## config.mk

```make
export PLATFORM = sky130hd
export DESIGN_NAME = down_counter_borrow
export DESIGN_NICKNAME = d
export VERILOG_FILES = /design/src/rtl/down_counter_borrow_pkg.sv /design/src/rtl/down_counter_borrow_zero_detect.sv /design/src/rtl/down_counter_borrow.sv
export SDC_FILE = /design/constraint.sdc
export NUM_CORES = 1
export LEC_CHECK = 0
export CAP_MARGIN = 20
export CORE_UTILIZATION = 25
export CTS_CLUSTER_DIAMETER = 30
export DETAILED_ROUTE_END_ITERATION = 12
export PLACE_DENSITY = 0.59
export SETUP_SLACK_MARGIN = 0.02
export SKIP_CTS_REPAIR_TIMING = 1
export SLEW_MARGIN = 10
export SYNTH_ARGS = -nofsm -noshare
export SYNTH_HDL_FRONTEND = slang
export SYNTH_SLANG_ARGS = --single-unit
```

## constraint.sdc

```tcl
create_clock -name clk_i -period 1.6 [get_ports clk_i]
set_input_delay 0.24 -clock clk_i [delete_from_list [all_inputs] [get_ports clk_i]]
set_output_delay 0.24 -clock clk_i [all_outputs]
set_load 0.02 [all_outputs]
```

## src/rtl/down_counter_borrow_pkg.sv

```systemverilog
// -----------------------------------------------------------------------------
// down_counter_borrow_pkg
// Shared definitions for the down counter with borrow: the state encoding and
// the default counter width. The encodings match the ones the up counter uses,
// so waveforms from both counters read the same way.
// -----------------------------------------------------------------------------
package down_counter_borrow_pkg;

    // Default counter / data width in bits (must be at least 2).
    localparam int DEFAULT_WIDTH = 4;

    // Counter life cycle. IDLE after clear, RUN while counting,
    // DONE after a one-shot expiry.
    typedef enum logic [1:0] {
        ST_IDLE = 2'd0,
        ST_RUN  = 2'd1,
        ST_DONE = 2'd2
    } state_e;

endpackage : down_counter_borrow_pkg

```

## src/rtl/down_counter_borrow_zero_detect.sv

```systemverilog
// -----------------------------------------------------------------------------
// down_counter_borrow_zero_detect
// Reduction-NOR zero detector. A single instance feeds both the borrow output
// and the step logic, so both always agree on what "zero" means.
//   val_i  : value under test (WIDTH bits)
//   zero_o : 1 when val_i == 0
// -----------------------------------------------------------------------------
module down_counter_borrow_zero_detect #(
    parameter int WIDTH = 4
) (
    input  logic [WIDTH-1:0] val_i,
    output logic             zero_o
);

    assign zero_o = ~(|val_i);

endmodule : down_counter_borrow_zero_detect

```

## src/rtl/down_counter_borrow.sv

```systemverilog
// -----------------------------------------------------------------------------
// down_counter_borrow
// Synchronous down counter with parallel load, two count enables, a reload
// register and a combinational borrow output for cascading.
//
// Ports:
//   clk_i   : clock, all state changes on the rising edge
//   clr_i   : synchronous active-high clear, overrides every other input
//   dic_i   : parallel load value (also captured as the reload value)
//   load_i  : synchronous load, wins over counting
//   enp_i   : enable parallel, gates stepping only
//   ent_i   : enable trickle, gates stepping and the borrow output
//   auto_i  : 1 = reload on the zero step, 0 = stop in DONE
//   qc_o    : counter value (registered)
//   bo_o    : borrow, combinational: ent & (qc == 0) & RUN
//   zp_o    : one-cycle pulse after every zero step (registered)
//   done_o  : high while in DONE (registered)
//   busy_o  : high while in RUN (registered)
//
// Cascade: bo_o of the low stage drives ent_i of the high stage, enp_i shared.
// -----------------------------------------------------------------------------
module down_counter_borrow
    import down_counter_borrow_pkg::*;
#(
    parameter int WIDTH = DEFAULT_WIDTH
) (
    input  logic             clk_i,
    input  logic             clr_i,
    input  logic [WIDTH-1:0] dic_i,
    input  logic             load_i,
    input  logic             enp_i,
    input  logic             ent_i,
    input  logic             auto_i,
    output logic [WIDTH-1:0] qc_o,
    output logic             bo_o,
    output logic             zp_o,
    output logic             done_o,
    output logic             busy_o
);

    logic [WIDTH-1:0] qc_q, qc_d;
    logic [WIDTH-1:0] rld_q, rld_d;
    state_e           state_q, state_d;
    logic             zp_q, zp_d;
    logic             done_q;
    logic             busy_q;

    logic             qc_zero_s;
    logic             step_s;

    down_counter_borrow_zero_detect #(
        .WIDTH (WIDTH)
    ) u_zero_detect (
        .val_i  (qc_q),
        .zero_o (qc_zero_s)
    );

    // Stepping is only possible while running with both enables high;
    // load priority is resolved in the next-state block.
    assign step_s = (state_q == ST_RUN) & enp_i & ent_i;

    // Borrow is deliberately unregistered so a chained stage steps in the
    // same cycle the low stage performs its zero step.
    assign bo_o = ent_i & qc_zero_s & (state_q == ST_RUN);

    // Next-state logic: load, then step, then hold (clear handled at the flops).
    always_comb begin
        qc_d    = qc_q;
        rld_d   = rld_q;
        state_d = state_q;
        zp_d    = 1'b0;
        if (load_i) begin
            qc_d    = dic_i;
            rld_d   = dic_i;
            state_d = ST_RUN;
        end else if (step_s) begin
            if (!qc_zero_s) begin
                qc_d = qc_q - WIDTH'(1);
            end else if (auto_i) begin
                // Wrap: the zero step itself reloads, giving RLD+1 steps per pulse.
                qc_d = rld_q;
                zp_d = 1'b1;
            end else begin
                // Expire: count stays at zero, never wraps to all-ones.
                zp_d    = 1'b1;
                state_d = ST_DONE;
            end
        end else begin
            qc_d = qc_q;
        end
    end

    // State and output registers with synchronous clear.
    always_ff @(posedge clk_i) begin
        if (clr_i) begin
            qc_q    <= '0;
            rld_q   <= '0;
            state_q <= ST_IDLE;
            zp_q    <= 1'b0;
            done_q  <= 1'b0;
            busy_q  <= 1'b0;
        end else begin
            qc_q    <= qc_d;
            rld_q   <= rld_d;
            state_q <= state_d;
            zp_q    <= zp_d;
            done_q  <= (state_d == ST_DONE);
            busy_q  <= (state_d == ST_RUN);
        end
    end

    assign qc_o   = qc_q;
    assign zp_o   = zp_q;
    assign done_o = done_q;
    assign busy_o = busy_q;

endmodule : down_counter_borrow

```

==> qor.txt <==
run status: finished with violations
failing checks: negative setup slack
predominant post-synthesis flop cell: sky130_fd_sc_hd__dfxtp_1
count of flip-flops with a built-in enable after synthesis: 0
Min Clock Period, post-route: 1.70 ns
max-slew violations: 0
Vias/cell: 4.75
Syn-to-layout area delta: 59.5%
Die Y: 54.3 um
Ant. Diodes: 0
Final Worst Setup Slack: -0.101 ns
transition time of the tightest slew-check pin: 0.310 ns
global-route usage over all layers: 0.133
DRC marker count from the first detailed-route iteration: 3
maximum number of pins on one net before global-route repair: 10
CP Data Arrival Time: 1.46 ns
CP Buf/Inv Count: 2
wire length of the first global-routing pass: 2.81 mm
register clock-pin slew on the reported worst setup and hold paths: 0.09 ns
share of the yosys chip area belonging to registers: 0.381
final core occ: 0.432
max_slew headroom: 0.793
post-detailed-placement half-perimeter wirelength: 1.31 mm
initial antenna violation count: 0
worst hold stages: 2
logic depth of the worst register-to-register path: 7
CTS root buffer: sky130_fd_sc_hd__clkbuf_4
slowest stage cell on the critical path: sky130_fd_sc_hd__or3b_4
Max-Cap Viols: 0
clock sink count: 13
Mapped Area: 683 um^2
worst-case hold slack: 0.495 ns
final period utilization: 1.06
critical path endpoint category: output pin
Die X-Extent: 54.3 um
top-area cell type share of the netlist area: 0.381
layout cells sized above 1: 0.365
chain of cells forming the critical path: inv_4 -> ha_4 -> or3b_4 -> nor3_4 -> buf_6
Cells after Synth: 69
commonest cells in the netlist: sky130_fd_sc_hd__dfxtp_1, sky130_fd_sc_hd__mux2i_1, sky130_fd_sc_hd__nor2_1, sky130_fd_sc_hd__nor3_1
number of buffers on the longest clock path: 2
Worst-Skew Late Latency: 0.28 ns
number of vias after detailed routing: 636
RSZ-0062 raised after global routing: yes
critical path start-end classification: reg -> out
reported leakage power: 0.503 nW
antenna viol nets, final: 0
family with the most delay on the worst path: simple AND/OR/NAND/NOR gates
highest net fanout along the worst path: 2
initial cell density of the core: 0.271
num rows: 18
Avg Synthesized Cell Area: 9.90 um^2
weighted congestion reported at the end of routability-driven placement: 0.785
sum of routed wire length over all layers: 1.66 mm
cell type with the largest total area after synthesis: sky130_fd_sc_hd__dfxtp_1
Total Nets Final: 116
number of buffers added by the clock tree synthesis step: 3
crit start category: flip-flop
number of top-level pins: 18
share of async-settable or async-resettable flops after synthesis: 0
post-route clock skew: 0.00782 ns
area of the core: 2520 um^2
worst hold path type: reg -> reg
highest clock frequency the design can meet: 588 MHz
count of H-tree levels built during CTS: 1
count of port buffers added during placement: 17
number of failing hold endpoints at the final stage: 0
main area contributors after synthesis: sky130_fd_sc_hd__dfxtp_1, sky130_fd_sc_hd__mux2i_1, sky130_fd_sc_hd__nor4b_4
Net Count, Synth: 80
first-pass detailed-route iteration total: 2
largest vdd supply drop: 406 uV
number of warnings printed during yosys synthesis: 0
required time of the worst setup path: 1.36 ns
area of the die: 2950 um^2
Pwr Density: 752 nW/um^2
total overflow reported by the global router: 0
count of cell instances traversed by the critical path: 5
number of different library cells in the post-synthesis netlist: 33
Max stage delay on crit path: 0.39 ns
via count of the first global-routing pass: 630
DRC violation count after routing: 0
drt wl/cell: 12.4 um
Seq cells post-synth: 13
TritonCTS clock tree: done
endpoints failing setup: 3
most frequent cell after synthesis: sky130_fd_sc_hd__dfxtp_1
-- cell type report --
type	instances	area (um^2)
Clock buffer	4	26.3
Fill cell	263	1430
Inverter	4	17.5
Multi-Input combinational cell	49	428
Sequential cell	13	268
Tap cell	30	37.5
Timing Repair Buffer	34	313
-- worst paths after layout --
path            start       end  slack (ns)
max           qc_o[1]      bo_o       -0.10
min          rld_q[2]  rld_q[2]        0.49
max reg2reg   qc_o[1]   qc_o[3]       -0.09
min reg2reg  rld_q[2]  rld_q[2]        0.49
-- layer usage --
layer  track usage  vias up  part of all wire
li1              -      331                 -
met1         0.175      291              0.48
met2         0.220       12              0.47
met3        0.0250        2             0.033
met4        0.0385        0             0.013
met5             0        -                 0
-- cells in the final DEF (no fill, tap or decap), types with 2 or more instances in the layout --
master / n
sky130_fd_sc_hd__clkbuf_4: 3
sky130_fd_sc_hd__nand2b_1: 2
sky130_fd_sc_hd__clkdlybuf4s50_1: 12
sky130_fd_sc_hd__dfxtp_4: 2
sky130_fd_sc_hd__or2_2: 2
sky130_fd_sc_hd__nor2_1: 6
sky130_fd_sc_hd__mux2i_1: 6
sky130_fd_sc_hd__buf_6: 2
sky130_fd_sc_hd__o21a_1: 2
sky130_fd_sc_hd__o221a_2: 2
sky130_fd_sc_hd__nor2b_1: 2
sky130_fd_sc_hd__nor3_1: 3
sky130_fd_sc_hd__dlymetal6s2s_1: 4
sky130_fd_sc_hd__dfxtp_1: 11
sky130_fd_sc_hd__nand2_1: 3
sky130_fd_sc_hd__buf_4: 16
-- worst register-to-register path: stages, from the launching register on --
cell	delay [ns]
sky130_fd_sc_hd__dfxtp_4	0.36
sky130_fd_sc_hd__inv_4	0.03
sky130_fd_sc_hd__ha_4	0.14
sky130_fd_sc_hd__buf_4	0.12
sky130_fd_sc_hd__buf_6	0.11
sky130_fd_sc_hd__and4bb_2	0.20
sky130_fd_sc_hd__a2111o_1	0.37
sky130_fd_sc_hd__a41o_1	0.23
-- metrics by stage --
step	TNS (ns)	worst slack, ns	power [mW]	std cells	area [um^2]
after global placement	-0.949	-0.352	0.595	128	1010
after global routing	-0.427	-0.168	0.869	134	1090
after CTS	-1.15	-0.670	0.806	132	1040
final	-0.234	-0.101	0.819	134	1090
after floorplan	-0.000264	-0.000264	0.494	69	714
after detailed placement	-0.994	-0.348	0.597	128	1010
-- state kept, by name, summed over array words and instances (netlist names) --
signal   flops
state_q      2
done_o       1
rld_q        4
qc_o         4
zp_o         1
busy_o       1
-- logic make-up (layout without fill, tap and decap cells) --
family,Yosys count,count (layout),synth area share
buffers and inverters,7,42,0.0513
and+or+nand+nor,26,26,0.253
adders and majority gates,1,1,0.0183
DFF,13,13,0.381
muxes,6,6,0.0879
AOI/OAI and AO/OA,16,16,0.209
-- power breakdown --
| group | internal [mW] | switching [mW] | leakage, nW |
|---|---|---|---|
| logic | 0.140 | 0.116 | 0.380 |
| registers | 0.342 | 0.00995 | 0.108 |
| clock network | 0.0967 | 0.115 | 0.0150 |
| total | 0.579 | 0.240 | 0.503 |
Note: power is estimated with default switching activity, not from simulation.
==> variant (same settings) <==
`DEFAULT_WIDTH`: 4 -> 6.
--- a/src/rtl/down_counter_borrow_pkg.sv
+++ b/src/rtl/down_counter_borrow_pkg.sv
@@ -8,5 +8,5 @@
 
     // Default counter / data width in bits (must be at least 2).
-    localparam int DEFAULT_WIDTH = 4;
+    localparam int DEFAULT_WIDTH = 6;
 
     // Counter life cycle. IDLE after clear, RUN while counting,
Interface: changed (resized dic_i and qc_o); port bits go from 18 to 22. The function was not compared with the original's and may differ.
==> variant against the original RTL <==
The run still ends with setup timing left. Sequential share of layout area increased by 1.8 points. Cell area is 22% higher. Setup slack got worse by 0.0051 ns. Total power is 43% higher. Wire length increased by 38%. Worst hold slack got worse by 0.018 ns. Critical path depth rose by 1. Synthesized cell count rose by 43%. Synthesized area rose by 21%. Combinational power is 77% higher. Sequential cell count rose by 4. Critical endpoint is now busy_o.
==> variant: results (changes against the original RTL) <==
{| class="wikitable"
! Metric !! Value
|-
| Worst r2r path cells || 6 (-1)
|-
| Via count || 874 (+37%)
|-
| Max Clock Skew || 0.0157 ns (+0.00790 ns)
|-
| Pin count of the biggest net entering global routing || 13 (+3)
|-
| Library cell contributing the largest single delay on the critical path || or4_4
|-
| Post-route worst setup slack || -0.107 ns (-0.00514 ns)
|-
| Prevailing post-synth register cell || dfxtp_1
|-
| Vias in the first global route || 878 (+39%)
|-
| Dominant delay contributor by cell family on the critical path || simple AND/OR/NAND/NOR gates
|-
| Maximum clock insertion buffer count || 2 (unchanged)
|-
| Leakage power of the design || 0.577 nW (+15%)
|-
| Num CTS Buffers || 3 (unchanged)
|-
| Worst hold path type || register to register
|-
| Total wire length || 2.30 mm (+38%)
|-
| Critical path peak fanout || 4 (+2)
|-
| Layout cell share with drive strength beyond 1 || 35.3% (-1.3 points)
|-
| Top post-synthesis cells by count || dfxtp_1, nand2_1, nor2_1
|-
| Worst-case vdd ir drop || 0.624 mV (+54%)
|-
| Number of maximum-capacitance violations || 0 (unchanged)
|-
| Library cell used as clock root buffer || clkbuf_4
|-
| Clock transition at the registers of the reported paths || 0.11 ns (+0.02 ns)
|-
| Number of antenna violations at the first check in global routing || 0 (unchanged)
|-
| Worst Hold Slack || 0.477 ns (-0.0175 ns)
|-
| Worst endpoint data arrival time || 1.89 ns (+0.43 ns)
|-
| Violations in the final reports || setup timing
|-
| Global routing usage summed across all routing layers || 15.0% (+1.7 points)
|-
| Setup violation total in the final timing report || 4 (+1)
|-
| Number of iterations in the first detailed-routing pass || 4 (+2)
|-
| Worst hold endpoint || rld_q[4]
|-
| Sequential area share after synthesis || 41.3% (+3.2 points)
|-
| DR iter-0 viols || 18 (+15)
|-
| Half-perimeter wire length after detailed placement || 1.76 mm (+34%)
|-
| Gpl congestion || 0.839 (+6.9%)
|-
| Number of nets in the synthesized netlist || 113 (+41%)
|-
| Proportion of synthesized flip-flops having asynchronous set or reset || 0% (unchanged)
|-
| Clock latency at the later pin of the worst-skew pair || 0.30 ns (+0.02 ns)
|-
| First-pass GRT wire length || 3.95 mm (+41%)
|-
| Yosys cell types || 27 (-18%)
|-
| Placed insts || 179 (+40%)
|-
| Dominant cells by area after synthesis || dfxtp_1, nand2_1, a311oi_1
|-
| Critical Path Start || qc_o[0]
|-
| Transition at the pin with the smallest max-transition slack || 0.241 ns (-0.0689 ns)
|-
| Number of levels the H-tree was split into || 1 (unchanged)
|-
| Hold path start || rld_q[4]
|-
| Post-place setup slack || -0.173 ns (+0.174 ns)
|-
| Delay contributed by the slowest stage of the critical path || 0.58 ns (+0.19 ns)
|-
| Via count normalized by instance count || 4.78 (+0.63%)
|-
| Number of instances on the worst hold path || 2 (unchanged)
|-
| Number of standard cells after synthesis || 99 (+43%)
|-
| Input/output buffers || 21 (+4)
|-
| Cell Area, Placed || 0.00124 mm² (+22%)
|-
| Result of the run || finished with violations
|-
| Total number of nets in the final design || 154 (+33%)
|-
| Critical R2R Capture || busy_o
|}
[variant: cell count changes after synthesis, moves of 3 or more]
cell	before	now
a21oi_1	2	9
a311oi_1	0	6
dfxtp_1	13	17
mux2i_1	6	0
nand2_1	3	15
nor2_1	6	10
o211ai_1	0	3
xnor2_1	0	3
[variant: final cells by class]
| cell class | instances | area (µm²) |
|---|---|---|
| Fill cell | 314 | 1750 |
| Multi-Input combinational cell | 72 | 493 |
| Timing Repair Buffer | 42 | 384 |
| Sequential cell | 17 | 352 |
| Tap cell | 44 | 55.1 |
| Clock buffer | 3 | 22.5 |
| Inverter | 4 | 17.5 |
| Clock inverter | 1 | 7.51 |
[variant: cell families (layout without fill, tap and decap cells)]
group / after synthesis / in the layout / synth area share [%]
AOI/OAI and AO/OA: 28 / 28 / 23.9
xor gates and xnor gates: 3 / 3 / 3.19
adders and majority gates: 2 / 2 / 3.04
buffers and inverters: 10 / 50 / 5.01
DFF: 17 / 17 / 41.3
and+or+nand+nor: 39 / 39 / 23.6
[variant: stage by stage]
step | TNS (ns) | total power, mW | utilization, %
finish | -0.364 | 1.17 | 43.3
global route | -0.924 | 1.24 | 43.3
CTS | -1.30 | 1.14 | 41.1
detailed placement | -1.00 | 0.900 | 40.2
global placement | -0.615 | 0.888 | 40.2
floorplan | -0.390 | 0.701 | -
[variant: worst reg2reg max path, delay by kind of cell (launching register included)]
kind,cells,cell delay (ns)
AND/OR/NAND/NOR,3,0.89
AO/OA/AOI/OAI,1,0.14
flip-flops,1,0.37
buffers and inverters,1,0.06
adder cells (fa/ha/maj),1,0.13
[variant: layer usage]
metal  wire length, µm  track usage [%]  part of all wire (%)
met5                 0                0                     0
met4                 0             1.70                     0
met3               132             4.80                   5.7
met2              1140             24.2                    50
met1              1030             20.0                    45
[variant: worst max path at each step]
stage              to  cells past startpoint
4_1_cts          bo_o                      6
2_1_floorplan  busy_o                      5
3_5_place_dp     bo_o                      6
5_1_grt        done_o                      6
6_report       busy_o                      6
3_3_place_gp     bo_o                      6
[variant: power by group]
group | leakage, nW | internal, mW | switching (mW)
clock | 0.0139 | 0.0950 | 0.141
combinational | 0.421 | 0.237 | 0.218
sequential | 0.142 | 0.456 | 0.0218
